### config.mk
export PLATFORM = sky130hd
export DESIGN_NAME = uart_fifo_write_arbiter
export DESIGN_NICKNAME = d
export VERILOG_FILES = /design/src/rtl/uart_fifo_pkg.sv /design/src/rtl/rr_arbiter.sv /design/src/rtl/uart_fifo_write_arbiter.sv
export SDC_FILE = /design/constraint.sdc
export NUM_CORES = 1
export LEC_CHECK = 0
export CORE_AREA = 2 2 55 57
export CTS_CLUSTER_DIAMETER = 80
export DETAILED_ROUTE_END_ITERATION = 12
export DIE_AREA = 0 0 57 59
export GPL_TIMING_DRIVEN = 0
export PLACE_DENSITY = 0.85
export SLEW_MARGIN = 30
export SYNTH_ARGS = -nofsm -noshare
export SYNTH_HDL_FRONTEND = slang
export SYNTH_SLANG_ARGS = --single-unit
### constraint.sdc
create_clock -name s_clk -period 1.6 [get_ports s_clk]
set_input_delay 0.32 -clock s_clk [delete_from_list [all_inputs] [get_ports s_clk]]
set_output_delay 0.32 -clock s_clk [all_outputs]
set_load 0.02 [all_outputs]
### src/rtl/uart_fifo_pkg.sv
// ---------------------------------------------------------------------------
// uart_fifo_pkg
// Shared constants and types for the UART transmit FIFO slice.
//   FIFO_DEPTH : capacity of the transmit FIFO in bytes
//   LOAD_W     : width of the FIFO occupancy (s_load) bus
//   BYTE_W     : width of one FIFO data word
//   arb_state_t: write-port arbiter FSM states
// ---------------------------------------------------------------------------
package uart_fifo_pkg;

    localparam int FIFO_DEPTH = 64;
    localparam int LOAD_W     = 7;
    localparam int BYTE_W     = 8;

    typedef enum logic [0:0] {
        ARB_IDLE  = 1'b0,
        ARB_GRANT = 1'b1
    } arb_state_t;

endpackage

### src/rtl/rr_arbiter.sv
// ---------------------------------------------------------------------------
// rr_arbiter
// Combinational round-robin priority picker. The search starts one position
// above rr_ptr and wraps modulo N_REQ, so the last owner has lowest priority.
//   eligible     in  N_REQ  requesters allowed to win this arbitration
//   rr_ptr       in  IDW    index of the previous owner
//   grant_onehot out N_REQ  winner as a one-hot vector (all zero if none)
//   grant_idx    out IDW    winner index (0 if none)
// ---------------------------------------------------------------------------
module rr_arbiter #(
    parameter int N_REQ = 2,
    parameter int IDW   = 3
) (
    input  logic [N_REQ-1:0] eligible,
    input  logic [IDW-1:0]   rr_ptr,
    output logic [N_REQ-1:0] grant_onehot,
    output logic [IDW-1:0]   grant_idx
);

    logic found;

    always_comb begin
        grant_onehot = '0;
        grant_idx    = '0;
        found        = 1'b0;
        for (int k = 1; k <= N_REQ; k++) begin
            if (!found && eligible[(int'(rr_ptr) + k) % N_REQ]) begin
                found = 1'b1;
                grant_onehot[(int'(rr_ptr) + k) % N_REQ] = 1'b1;
                grant_idx = IDW'((int'(rr_ptr) + k) % N_REQ);
            end
        end
    end

endmodule

### src/rtl/uart_fifo_write_arbiter.sv
// ---------------------------------------------------------------------------
// uart_fifo_write_arbiter
// Shares the UART transmit FIFO write port between N_REQ byte producers.
// Round-robin arbitration with burst locking; low-priority requesters are
// held off in IDLE while the FIFO is within RESERVE slots of full.
//
// Handshake: every byte interface is valid/ready. A byte moves on a cycle
// where valid and ready are both high; valid never waits for ready, and the
// producer holds data/last stable until the byte is accepted.
//
//   s_clk      in  1        clock
//   s_rst      in  1        synchronous active-high reset
//   req_valid  in  N_REQ    per-requester byte valid
//   req_data   in  8*N_REQ  per-requester byte, requester i at [8i+7:8i]
//   req_last   in  N_REQ    final byte of a burst
//   req_ready  out N_REQ    per-requester accept
//   fifo_valid out 1        FIFO s_valid
//   fifo_ready in  1        FIFO s_ready
//   fifo_data  out 8        FIFO s_data
//   fifo_load  in  7        FIFO occupancy
//   grant_id   out IDW      current/last owner
//   busy       out 1        grant held
// ---------------------------------------------------------------------------
module uart_fifo_write_arbiter
    import uart_fifo_pkg::*;
#(
    parameter int               N_REQ      = 2,
    parameter int               IDW        = 3,
    parameter int               DEPTH      = FIFO_DEPTH,
    parameter int               RESERVE    = 8,
    parameter logic [N_REQ-1:0] HIPRI_MASK = 'b01,
    parameter int               MAX_BURST  = 16,
    parameter int               TIMEOUT    = 32
) (
    input  logic                      s_clk,
    input  logic                      s_rst,
    input  logic [N_REQ-1:0]          req_valid,
    input  logic [BYTE_W*N_REQ-1:0]   req_data,
    input  logic [N_REQ-1:0]          req_last,
    output logic [N_REQ-1:0]          req_ready,
    output logic                      fifo_valid,
    input  logic                      fifo_ready,
    output logic [BYTE_W-1:0]         fifo_data,
    input  logic [LOAD_W-1:0]         fifo_load,
    output logic [IDW-1:0]            grant_id,
    output logic                      busy
);

    localparam int                BEAT_W    = $clog2(MAX_BURST + 1);
    localparam int                IDLE_W    = $clog2(TIMEOUT + 1);
    localparam logic [LOAD_W-1:0] THR_LEVEL = LOAD_W'(DEPTH - RESERVE);

    arb_state_t        state_q, state_d;
    logic [IDW-1:0]    grant_q;
    logic [IDW-1:0]    rr_ptr_q;
    logic [BEAT_W-1:0] beats_q;
    logic [IDLE_W-1:0] idle_cnt_q;

    logic              thr;
    logic [N_REQ-1:0]  eligible;
    logic [N_REQ-1:0]  pick_onehot;
    logic [IDW-1:0]    pick_idx;
    logic              win;

    logic              g_valid;
    logic              g_last;
    logic [BYTE_W-1:0] g_data;
    logic              in_grant;
    logic              hs;
    logic              release_grant;

    // Throttle only gates new grants; an owner keeps its grant regardless.
    assign thr = (fifo_load >= THR_LEVEL);

    always_comb begin
        eligible = '0;
        for (int i = 0; i < N_REQ; i++) begin
            eligible[i] = req_valid[i] & (HIPRI_MASK[i] | ~thr);
        end
    end

    rr_arbiter #(
        .N_REQ (N_REQ),
        .IDW   (IDW)
    ) u_rr (
        .eligible     (eligible),
        .rr_ptr       (rr_ptr_q),
        .grant_onehot (pick_onehot),
        .grant_idx    (pick_idx)
    );

    assign win = |pick_onehot;

    // Select the owner's lanes.
    always_comb begin
        g_valid = 1'b0;
        g_last  = 1'b0;
        g_data  = '0;
        for (int i = 0; i < N_REQ; i++) begin
            if (grant_q == IDW'(i)) begin
                g_valid = req_valid[i];
                g_last  = req_last[i];
                g_data  = req_data[BYTE_W*i +: BYTE_W];
            end
        end
    end

    assign in_grant = (state_q == ARB_GRANT);
    assign hs       = in_grant & g_valid & fifo_ready;

    // Last byte and burst limit on the same handshake are one release.
    assign release_grant = (hs & (g_last | (beats_q == BEAT_W'(MAX_BURST - 1))))
                         | (in_grant & ~g_valid & (idle_cnt_q == IDLE_W'(TIMEOUT - 1)));

    // State register
    always_ff @(posedge s_clk) begin
        if (s_rst) begin
            state_q <= ARB_IDLE;
        end else begin
            state_q <= state_d;
        end
    end

    // Next-state logic
    always_comb begin
        state_d = state_q;
        case (state_q)
            ARB_IDLE:  if (win)           state_d = ARB_GRANT;
            ARB_GRANT: if (release_grant) state_d = ARB_IDLE;
            default:                      state_d = ARB_IDLE;
        endcase
    end

    // Grant bookkeeping and counters
    always_ff @(posedge s_clk) begin
        if (s_rst) begin
            grant_q    <= '0;
            rr_ptr_q   <= IDW'(N_REQ - 1);
            beats_q    <= '0;
            idle_cnt_q <= '0;
        end else if (state_q == ARB_IDLE) begin
            if (win) begin
                grant_q    <= pick_idx;
                beats_q    <= '0;
                idle_cnt_q <= '0;
            end
        end else begin
            if (release_grant) begin
                rr_ptr_q   <= grant_q;
                beats_q    <= '0;
                idle_cnt_q <= '0;
            end else if (hs) begin
                beats_q    <= beats_q + 1'b1;
                idle_cnt_q <= '0;
            end else if (!g_valid) begin
                idle_cnt_q <= idle_cnt_q + 1'b1;
            end
            // valid but stalled by fifo_ready: counters hold
        end
    end

    // Outputs; forced quiet during reset so a byte cannot slip through.
    always_comb begin
        fifo_valid = 1'b0;
        fifo_data  = '0;
        req_ready  = '0;
        if (in_grant && !s_rst) begin
            fifo_valid = g_valid;
            fifo_data  = g_data;
            for (int i = 0; i < N_REQ; i++) begin
                req_ready[i] = fifo_ready & (grant_q == IDW'(i));
            end
        end
    end

    assign busy     = in_grant & ~s_rst;
    assign grant_id = s_rst ? '0 : grant_q;

endmodule

==> results of run 1 <==
-- metal layers --
layer | wire [um] | GRT usage [%] | vias to the layer above
li1 | - | - | 516
met1 | 1190 | 19.5 | 482
met2 | 1540 | 33.7 | 30
met3 | 127 | 5.02 | 11
met4 | 65 | 8.97 | 0
met5 | 0 | 0 | -
-- logic make-up after synthesis --
kind of cell	after synthesis	share of synthesized area [%]
adders and majority gates	3	3.89
DFF	14	29.0
muxes	11	13.0
other	1	0.388
AOI/OAI and AO/OA	20	15.9
and+or+nand+nor	50	28.0
xor gates and xnor gates	4	3.63
buffers and inverters	12	6.22
-- repair_timing --
action	CTS	global route
pin swaps	12	6
hold endpoints to repair	0	0
endpoints found under the setup margin	26	22
cloned	1	0
gates resized for setup	89	9
buffers inserted	7	4
-- per-stage QoR --
step	hold WS (ns)	TNS (ns)	cells
4_1_cts	0.490	-0.288	197
2_1_floorplan	0.444	-0.0222	116
6_report	0.409	-0.299	201
5_1_grt	0.415	-1.73	201
3_3_place_gp	0.458	-14.50	186
3_5_place_dp	0.473	-15.61	186
-- critical path: stages, from the launching register on --
cell and delay, ns:
dfxtp_2 0.33, buf_6 0.13, mux2i_4 0.32, nor3b_2 0.12
or4_1 0.43, xor2_1 0.17, nor2_1 0.05
-- area by class of cell --
cell class                 count  area (um2)
buffer                         7        86.3
fill                         224        1090
tap                           31        38.8
inverter                       5        21.3
multi-input combinational     90         723
clock buffer                   3        22.5
timing repair buffer          51         439
sequential                    14         287
-- cells in the final DEF, fill, tap and decap left out, drive strengths merged, types with 3 or more instances in the layout --
cell           instances
buf                   28
clkdlybuf4s50         19
nor2                  18
dfxtp                 14
mux2i                  9
clkbuf                 7
nand3                  6
a21oi                  5
inv                    5
dlymetal6s2s           4
and3                   4
nand2                  4
nor2b                  3
xnor2                  3
a31oi                  3
o21ai                  3
ha                     3
-- flip-flops by register name (all words and copies together) (netlist names) --
signal and cells:
idle_cnt_q 6, beats_q 5, grant_q 1, in_grant 1
rr_ptr_q 1
-- worst paths after layout --
path	to	slack [ns]	depth (start not counted)
setup reg to reg	idle_cnt_q[5]	-0.06	6
hold / removal	beats_q[2]	0.41	3
hold reg to reg	beats_q[0]	0.49	1
setup / recovery	idle_cnt_q[5]	-0.06	6
-- power by group --
group	internal, W	total [W]	switching, W
Combinational	0.000168	0.000312	0.000144
Sequential	0.000360	0.000370	0.00000967
Clock	0.0000874	0.000199	0.000112
==> impl_metrics.ini, run 1 <==
[final_layout]
flow.area_growth_from_synthesis_pct = 67.5
insertedDiodeCount = 0
drive_above_1_share_pct = 37.6
layout.cell_area.non_filler_um2 = 1620
final_net_count = 205
final_util_pct = 59.7

[clock_tree]
cts_hold_buf = 0
cts_tree = done
cts_sinks = 14
clock_path_buffers = 2
cts_root_buffer = clkbuf_4
clk_latency_ns = 0.28
cts_clock_pin_slew_for_the_worst_setup_and_hold_paths_ns = 0.08
h-tree-depth = 1
cts_inserted_buffers = 3

[place]
gp_congestion = 0.841
place_worst_setup_slack_ns = -0.849
dpl-instance-area_um2 = 1410
buffer_ports.inserted = 39
hpwl_detailed_um = 2030

[hold_path]
min_path_type = primary input to register
holdCritStartpoint = s_rst

[yosys]
synth-seq-area-share_pct = 29.0
yosysMostFrequentCell = nor2_1
synth-seq-cells = 14
synth.lib_cells_used.distinct = 41
post_synth_instance_area_um2 = 966
yosys_warnings = 0
async_flop_share_pct = 0
synth_top_cells_by_area = dfxtp_1 (29%), mux2i_1 (8.3%), nor2_1 (7.0%)
synth_top_cell_area_share_pct = 29.0
synthesis.area_per_instance_um2 = 8.40
synth.cells.most_frequent = nor2_1 (18), dfxtp_1 (14), mux2i_1 (8), nand3_1 (6)
synth-main-ff-cell = dfxtp_1
number_of_enable_type_register_cells_in_the_synthesized_netlist = 0
synth_largest_area_cell = dfxtp_1
syn_inst = 115

[timing]
rsz0062_at_grt = yes
fin_worst_skew_ns = 0.00609
final_hold_viol_count = 0
layout_setup_ws_ns = -0.0630
finalCritPeriodShare_pct = 104
setup-violations-final = 12
slew_violations = 0
clock.fmax_ghz = 0.601
min_period_ns = 1.66

[power_and_ir_drop]
p_leak_nw = 0.671
maximum_vdd_drop_mv = 0.479
power_w = 0.000880
power_density_nw_per_um2 = 544

[grt]
grt_first_pass_wirelength_um = 4920
first_global_vias = 1131
globalRouteTotalUtil_pct = 18.4
grt_max_degree = 11
antenna_found_initial = 0
overflow = 0

[setup_path]
critPathArrivalTime_ns = 1.84
crit_type = register to register
worst-endpoint-required_ns = 1.77
worst_setup_path_start_kind = register
critPathLaunch = grant_q[0]
critical_path_fanout_max = 5
beginning_of_the_worst_register_to_register_path = grant_q[0]
element_type_at_the_critical_path_end = register

[floorplanning]
placeableCoreArea_um2 = 2710
initial_standard_cell_utilization_of_the_core_pct = 35.6
fp.dieW_um = 57
design.portCount = 45
die_h_um = 59
die_footprint_um2 = 3360
placementRows = 19

[routing]
dr_total_vias = 1039
antenna_left = 0
vias_per_cell = 5.17
drt_drc_violations_left = 0
wl_um = 2920
drtIter0Drc = 19
detailedRoute.firstPassIterationCount = 4
wl_per_cell_um = 14.5

[status]
failed_checks = setup timing
outcome = complete, but fails checks

[run]
drv_cap = 0
No activity file was read; power rests on OpenSTA's default activity.
==> run 2: changes to the inputs <==
--- a/config.mk
+++ b/config.mk
@@ -9,9 +9,10 @@
 export CTS_CLUSTER_DIAMETER = 80
 export DETAILED_ROUTE_END_ITERATION = 12
 export DIE_AREA = 0 0 57 59
+export GPL_ROUTABILITY_DRIVEN = 1
 export GPL_TIMING_DRIVEN = 0
 export PLACE_DENSITY = 0.85
-export SLEW_MARGIN = 30
 export SYNTH_ARGS = -nofsm -noshare
 export SYNTH_HDL_FRONTEND = slang
 export SYNTH_SLANG_ARGS = --single-unit
+export TNS_END_PERCENT = 5
==> impl_metrics.ini, run 2 (synthesized netlist as in run 1, its figures left out) <==
[setup_path]
crit_type = register to register
critical_path.most_common_cell = buf_6
path_cells = buf_6 > mux2i_4 > buf_6 > nor3b_4 > or4_4 > xor2_1 > nor2_1
element_type_at_the_critical_path_end = register
worst-endpoint-required_ns = 1.78
master_of_the_slowest_instance_on_the_critical_path = or4_4
worst_setup_path_start_kind = register
cp_slowest_stage_delay_ns = 0.42
beginning_of_the_worst_register_to_register_path = grant_q[0]
critical_path_fanout_max = 5
critPathArrivalTime_ns = 1.91
critPathLaunch = grant_q[0]

[final_layout]
drive_above_1_share_pct = 41.2
layout_commonest_cell = clkdlybuf4s50_1
flow.area_growth_from_synthesis_pct = 74.5
insertedDiodeCount = 0
filler_cell_count = 229
final_net_count = 204
max_reg_flops = 6
leading_registers_by_flop_count = idle_cnt_q x6, beats_q x5
final_cell_mix = clkdlybuf4s50_1 (23), nor2_1 (16), buf_4 (16)
final_util_pct = 62.2
regArea_um2 = 289
registers.top_by_ff_count = idle_cnt_q
multiInputGateArea_um2 = 764

[clock_tree]
cts_hold_buf = 0
cts_root_buffer = clkbuf_4
clk_latency_ns = 0.29
cts_sinks = 14
cts_clock_pin_slew_for_the_worst_setup_and_hold_paths_ns = 0.09
clock_path_buffers = 2
h-tree-depth = 1
cts_inserted_buffers = 3
cts_tree = done

[timing]
fin_worst_skew_ns = 0.00900
final_hold_viol_count = 0
finalCritPeriodShare_pct = 108
clock.fmax_ghz = 0.577
min_period_ns = 1.73
slew_violations = 0
setup-violations-final = 19
totalNegativeSetupSlack_ns = -1.19
rsz0062_at_grt = yes
layout_setup_ws_ns = -0.133

[hold_path]
min_path_type = register to register
holdCritStartpoint = beats_q[3]

[grt]
first_global_vias = 1055
overflow = 0
grt_first_pass_wirelength_um = 4890
antenna_found_initial = 0
globalRouteTotalUtil_pct = 18.6
grt_max_degree = 11

[floorplanning]
initial_standard_cell_utilization_of_the_core_pct = 35.6
placeableCoreArea_um2 = 2710
die_footprint_um2 = 3360
fp.dieW_um = 57
design.portCount = 45
placementRows = 19
die_h_um = 59

[power_and_ir_drop]
p_leak_nw = 0.670
power_density_nw_per_um2 = 569
maximum_vdd_drop_mv = 0.576
power_w = 0.000960

[status]
failed_checks = setup timing
outcome = complete, but fails checks

[routing]
dr_total_vias = 1030
detailedRoute.firstPassIterationCount = 4
drt_drc_violations_left = 0
vias_per_cell = 5.12
antenna_left = 0
wl_per_cell_um = 15.3
drtIter0Drc = 30
wl_um = 3080

[place]
gp_congestion = 0.818
buffer_ports.inserted = 39
hpwl_detailed_um = 2090

[run]
drv_cap = 0
[run 2: worst paths after layout]
kind	end	slack, ns	cells past startpoint
min	beats_q[3]	0.51	2
max	idle_cnt_q[5]	-0.13	7
max reg2reg	idle_cnt_q[5]	-0.13	7
min reg2reg	beats_q[3]	0.51	2
[run 2: critical path: cells and delay by family (launching register included)]
family | cells | cell delay, ns
buffers and inverters | 2 | 0.28
XOR/XNOR | 1 | 0.15
AND/OR/NAND/NOR | 3 | 0.52
flip-flops | 1 | 0.34
multiplexers | 1 | 0.32
[run 2: area by class of cell]
type                       count  area share, %
multi-input combinational     90           45.4
timing repair buffer          51           27.1
sequential                    14           17.1
buffer                         6           4.83
tap                           31           2.30
clock buffer                   4           2.15
inverter                       5           1.11
[run 2: stage by stage]
stage	setup WS [ns]	instances	hold WS [ns]	area, um2
global placement	-0.944	186	0.456	1410
finish	-0.133	201	0.506	1690
detailed placement	-0.976	186	0.479	1410
global route	-0.212	201	0.525	1690
floorplan	-0.0222	116	0.444	982
CTS	-0.132	199	0.510	1640
[run 2: repair_timing]
action | in CTS | in global routing
buffers inserted | 10 | 2
endpoints found under the setup margin | 26 | 24
pin swaps | 17 | 9
gates resized for setup | 96 | 12
[run 2: per-layer routing]
layer / up-vias / share of wire, % / global-route usage, %
li1: 517 / - / -
met1: 485 / 39 / 21.5
met2: 26 / 57 / 33.7
met3: 2 / 3.6 / 4.59
met4: 0 / 0.78 / 6.31
met5: - / 0 / 0
[run 2: power by group]
group          internal (W)  leakage [nW]  switching, W
clock network      0.000139        0.0210      0.000122
logic              0.000176         0.533      0.000152
registers          0.000360         0.116     0.0000109
total              0.000674         0.670      0.000285
==> run 3: changes to the inputs <==
--- a/config.mk
+++ b/config.mk
@@ -5,13 +5,14 @@
 export SDC_FILE = /design/constraint.sdc
 export NUM_CORES = 1
 export LEC_CHECK = 0
+export ABC_AREA = 1
 export CORE_AREA = 2 2 55 57
 export CTS_CLUSTER_DIAMETER = 80
 export DETAILED_ROUTE_END_ITERATION = 12
 export DIE_AREA = 0 0 57 59
 export GPL_ROUTABILITY_DRIVEN = 1
 export GPL_TIMING_DRIVEN = 0
-export PLACE_DENSITY = 0.85
+export PLACE_DENSITY = 0.86
 export SYNTH_ARGS = -nofsm -noshare
 export SYNTH_HDL_FRONTEND = slang
 export SYNTH_SLANG_ARGS = --single-unit
==> impl_metrics.ini, run 3 <==
[status]
outcome = complete, but fails checks
failed_checks = setup timing

[final_layout]
final_net_count = 251
leading_registers_by_flop_count = idle_cnt_q x6, beats_q x5
regArea_um2 = 289
final_util_pct = 60.7
registers.top_by_ff_count = idle_cnt_q
max_reg_flops = 6
insertedDiodeCount = 0
layout_commonest_cell = nand2_1
final_cell_count_no_fill = 247
multiInputGateArea_um2 = 692
drive_above_1_share_pct = 32.4
flow.area_growth_from_synthesis_pct = 66.5
filler_cell_count = 239
final_cell_mix = nand2_1 (43), clkdlybuf4s50_1 (24), inv_1 (15)

[routing]
drtIter0Drc = 22
vias_per_cell = 4.93
wl_um = 3190
wl_per_cell_um = 12.9
dr_total_vias = 1218
drt_drc_violations_left = 0
detailedRoute.firstPassIterationCount = 4
antenna_left = 0

[yosys]
synth-seq-area-share_pct = 28.4
synth_top_cells_by_area = dfxtp_1 (28%), nand2_1 (18%), nor2_1 (6.8%)
synth.cells.most_frequent = nand2_1 (48), nor2_1 (18), inv_1 (17), dfxtp_1 (14)
synth_largest_area_cell = dfxtp_1
yosys_warnings = 0
yosysMostFrequentCell = nand2_1
synthesis.area_per_instance_um2 = 6.06
synth_top_cell_area_share_pct = 28.4
synth-seq-cells = 14
post_synth_instance_area_um2 = 987
synth.lib_cells_used.distinct = 29
async_flop_share_pct = 0
syn_inst = 163
synth-main-ff-cell = dfxtp_1
number_of_enable_type_register_cells_in_the_synthesized_netlist = 0

[clock_tree]
clock_path_buffers = 2
cts_sinks = 14
cts_root_buffer = clkbuf_4
cts_clock_pin_slew_for_the_worst_setup_and_hold_paths_ns = 0.08
clk_latency_ns = 0.28
cts_inserted_buffers = 3
cts_hold_buf = 0
h-tree-depth = 1
cts_tree = done

[power_and_ir_drop]
power.share.sequential_pct = 41.7
p_int_w = 0.000596
maximum_vdd_drop_mv = 0.525
power_frac_comb_pct = 35.6
pwr-share-clk_pct = 22.6
power_density_nw_per_um2 = 537
power_w = 0.000883
p_switching_w = 0.000287
switching_share_pct = 32.5
p_leak_nw = 0.743

[place]
gp_congestion = 0.847
buffer_ports.inserted = 38
placed_cells = 233
hpwl_detailed_um = 2030
place_worst_setup_slack_ns = -0.485

[floorplanning]
placeableCoreArea_um2 = 2710
fp.dieW_um = 57
initial_standard_cell_utilization_of_the_core_pct = 36.4
die_footprint_um2 = 3360
design.portCount = 45
die_h_um = 59
placementRows = 19

[setup_path]
worstPathBufferInverterCount = 3
worst-endpoint-required_ns = 1.28
element_type_at_the_critical_path_end = output port
worst_reg_to_reg_path_cell_count = 10
crit_type = primary input to output port
path_delay_family = buffers and inverters
critPathArrivalTime_ns = 1.30
master_of_the_slowest_instance_on_the_critical_path = clkdlybuf4s50_1
timing.reg2reg.setup_slack_ns = 0.06
critical_path_fanout_max = 4
cp_slowest_stage_delay_ns = 0.50
worst_setup_path_start_kind = primary input
beginning_of_the_worst_register_to_register_path = idle_cnt_q[1]
worstReg2RegEnd = idle_cnt_q[3]
path_cells = clkdlybuf4s50_1 > inv_2 > nand2_1 > nand2_2 > nor2_2 > buf_6

[timing]
finalCritPeriodShare_pct = 101
fin_worst_skew_ns = 0.00574
rsz0062_at_grt = yes
setup-violations-final = 2
layout_setup_ws_ns = -0.0230
timing_worst_slew_pin_value_ns = 0.569
slew_violations = 0
min_period_ns = 1.62
timing.max_slew.rel_slack_pct = 62.1
clock.fmax_ghz = 0.616
final_hold_viol_count = 0

[grt]
globalRouteTotalUtil_pct = 15.7
grt_max_degree = 11
grt_first_pass_wirelength_um = 4240
antenna_found_initial = 0
first_global_vias = 987
overflow = 0

[hold_path]
min_path_type = register to register
hold-path-endpoint = beats_q[4]
min_delay_path_depth = 2
holdCritStartpoint = beats_q[4]

[run]
drv_cap = 0
## run 3: stage by stage
stage	TNS [ns]	hold WS (ns)	cell area (um2)
6_report	-0.0272	0.470	1640
2_1_floorplan	0	0.424	1030
3_3_place_gp	-6.69	0.434	1450
5_1_grt	-0.483	0.487	1640
4_1_cts	-0.0264	0.434	1430
3_5_place_dp	-6.92	0.448	1450
## run 3: layout make-up
class / count / area share [%]
repair inverters: 1 / 0.381
inverters: 23 / 6.01
repair buffers: 48 / 27.7
multi-input cells: 122 / 42.1
well taps: 31 / 2.36
clock buffers: 3 / 1.37
plain buffers: 5 / 2.51
flip-flops and latches: 14 / 17.6
## run 3: tightest hold or removal path, stage by stage (launching register included)
cell     delay, ns
dfxtp_1       0.31
nand2_1       0.06
a21oi_1       0.06
## run 3: timing repair
action | 4_1_cts | 5_1_grt
gates cloned | 0 | 2
pin swaps | 0 | 5
gates resized for setup | 62 | 34
setup endpoints to repair | 13 | 24
buffers inserted | 0 | 9
## run 3: routing by layer
layer | vias up | global-route usage (%) | part of all wire, %
met5 | - | 0 | 0
met4 | 0 | 2.66 | 1.9
met3 | 7 | 3.49 | 4.8
met2 | 42 | 27.6 | 50
met1 | 546 | 20.0 | 43
li1 | 623 | - | -
## run 3: power by group through the flow
stage	sequential (W)	clock (W)	combinational, W
after floorplan	0.000375	0	0.000141
after global placement	0.000377	0	0.000250
after detailed placement	0.000377	0	0.000252
after CTS	0.000369	0.000200	0.000244
after global routing	0.000371	0.000215	0.000336
final	0.000369	0.000200	0.000315
## run 3: logic make-up (layout without fill, tap and decap cells)
group / after synthesis / in the layout / synth area share, %
AOI/OAI and AO/OA: 21 / 21 / 11.7
xor gates and xnor gates: 1 / 1 / 0.887
adders and majority gates: 3 / 3 / 3.80
buffers and inverters: 28 / 80 / 12.2
DFF: 14 / 14 / 28.4
other: 1 / 2 / 0.380
and+or+nand+nor: 95 / 95 / 42.7
## run 3: how the worst max path moves through the flow
stage / depth (start not counted) / end / from / slack, ns
final: 6 / fifo_valid / req_valid[0] / -0.02
after global routing: 4 / req_ready[0] / in_grant / -0.08
after CTS: 6 / req_ready[1] / grant_q[0] / -0.03
after detailed placement: 4 / req_ready[0] / fifo_ready / -0.49
after global placement: 4 / req_ready[0] / fifo_ready / -0.50
after floorplan: 5 / req_ready[1] / grant_q[0] / 0.005
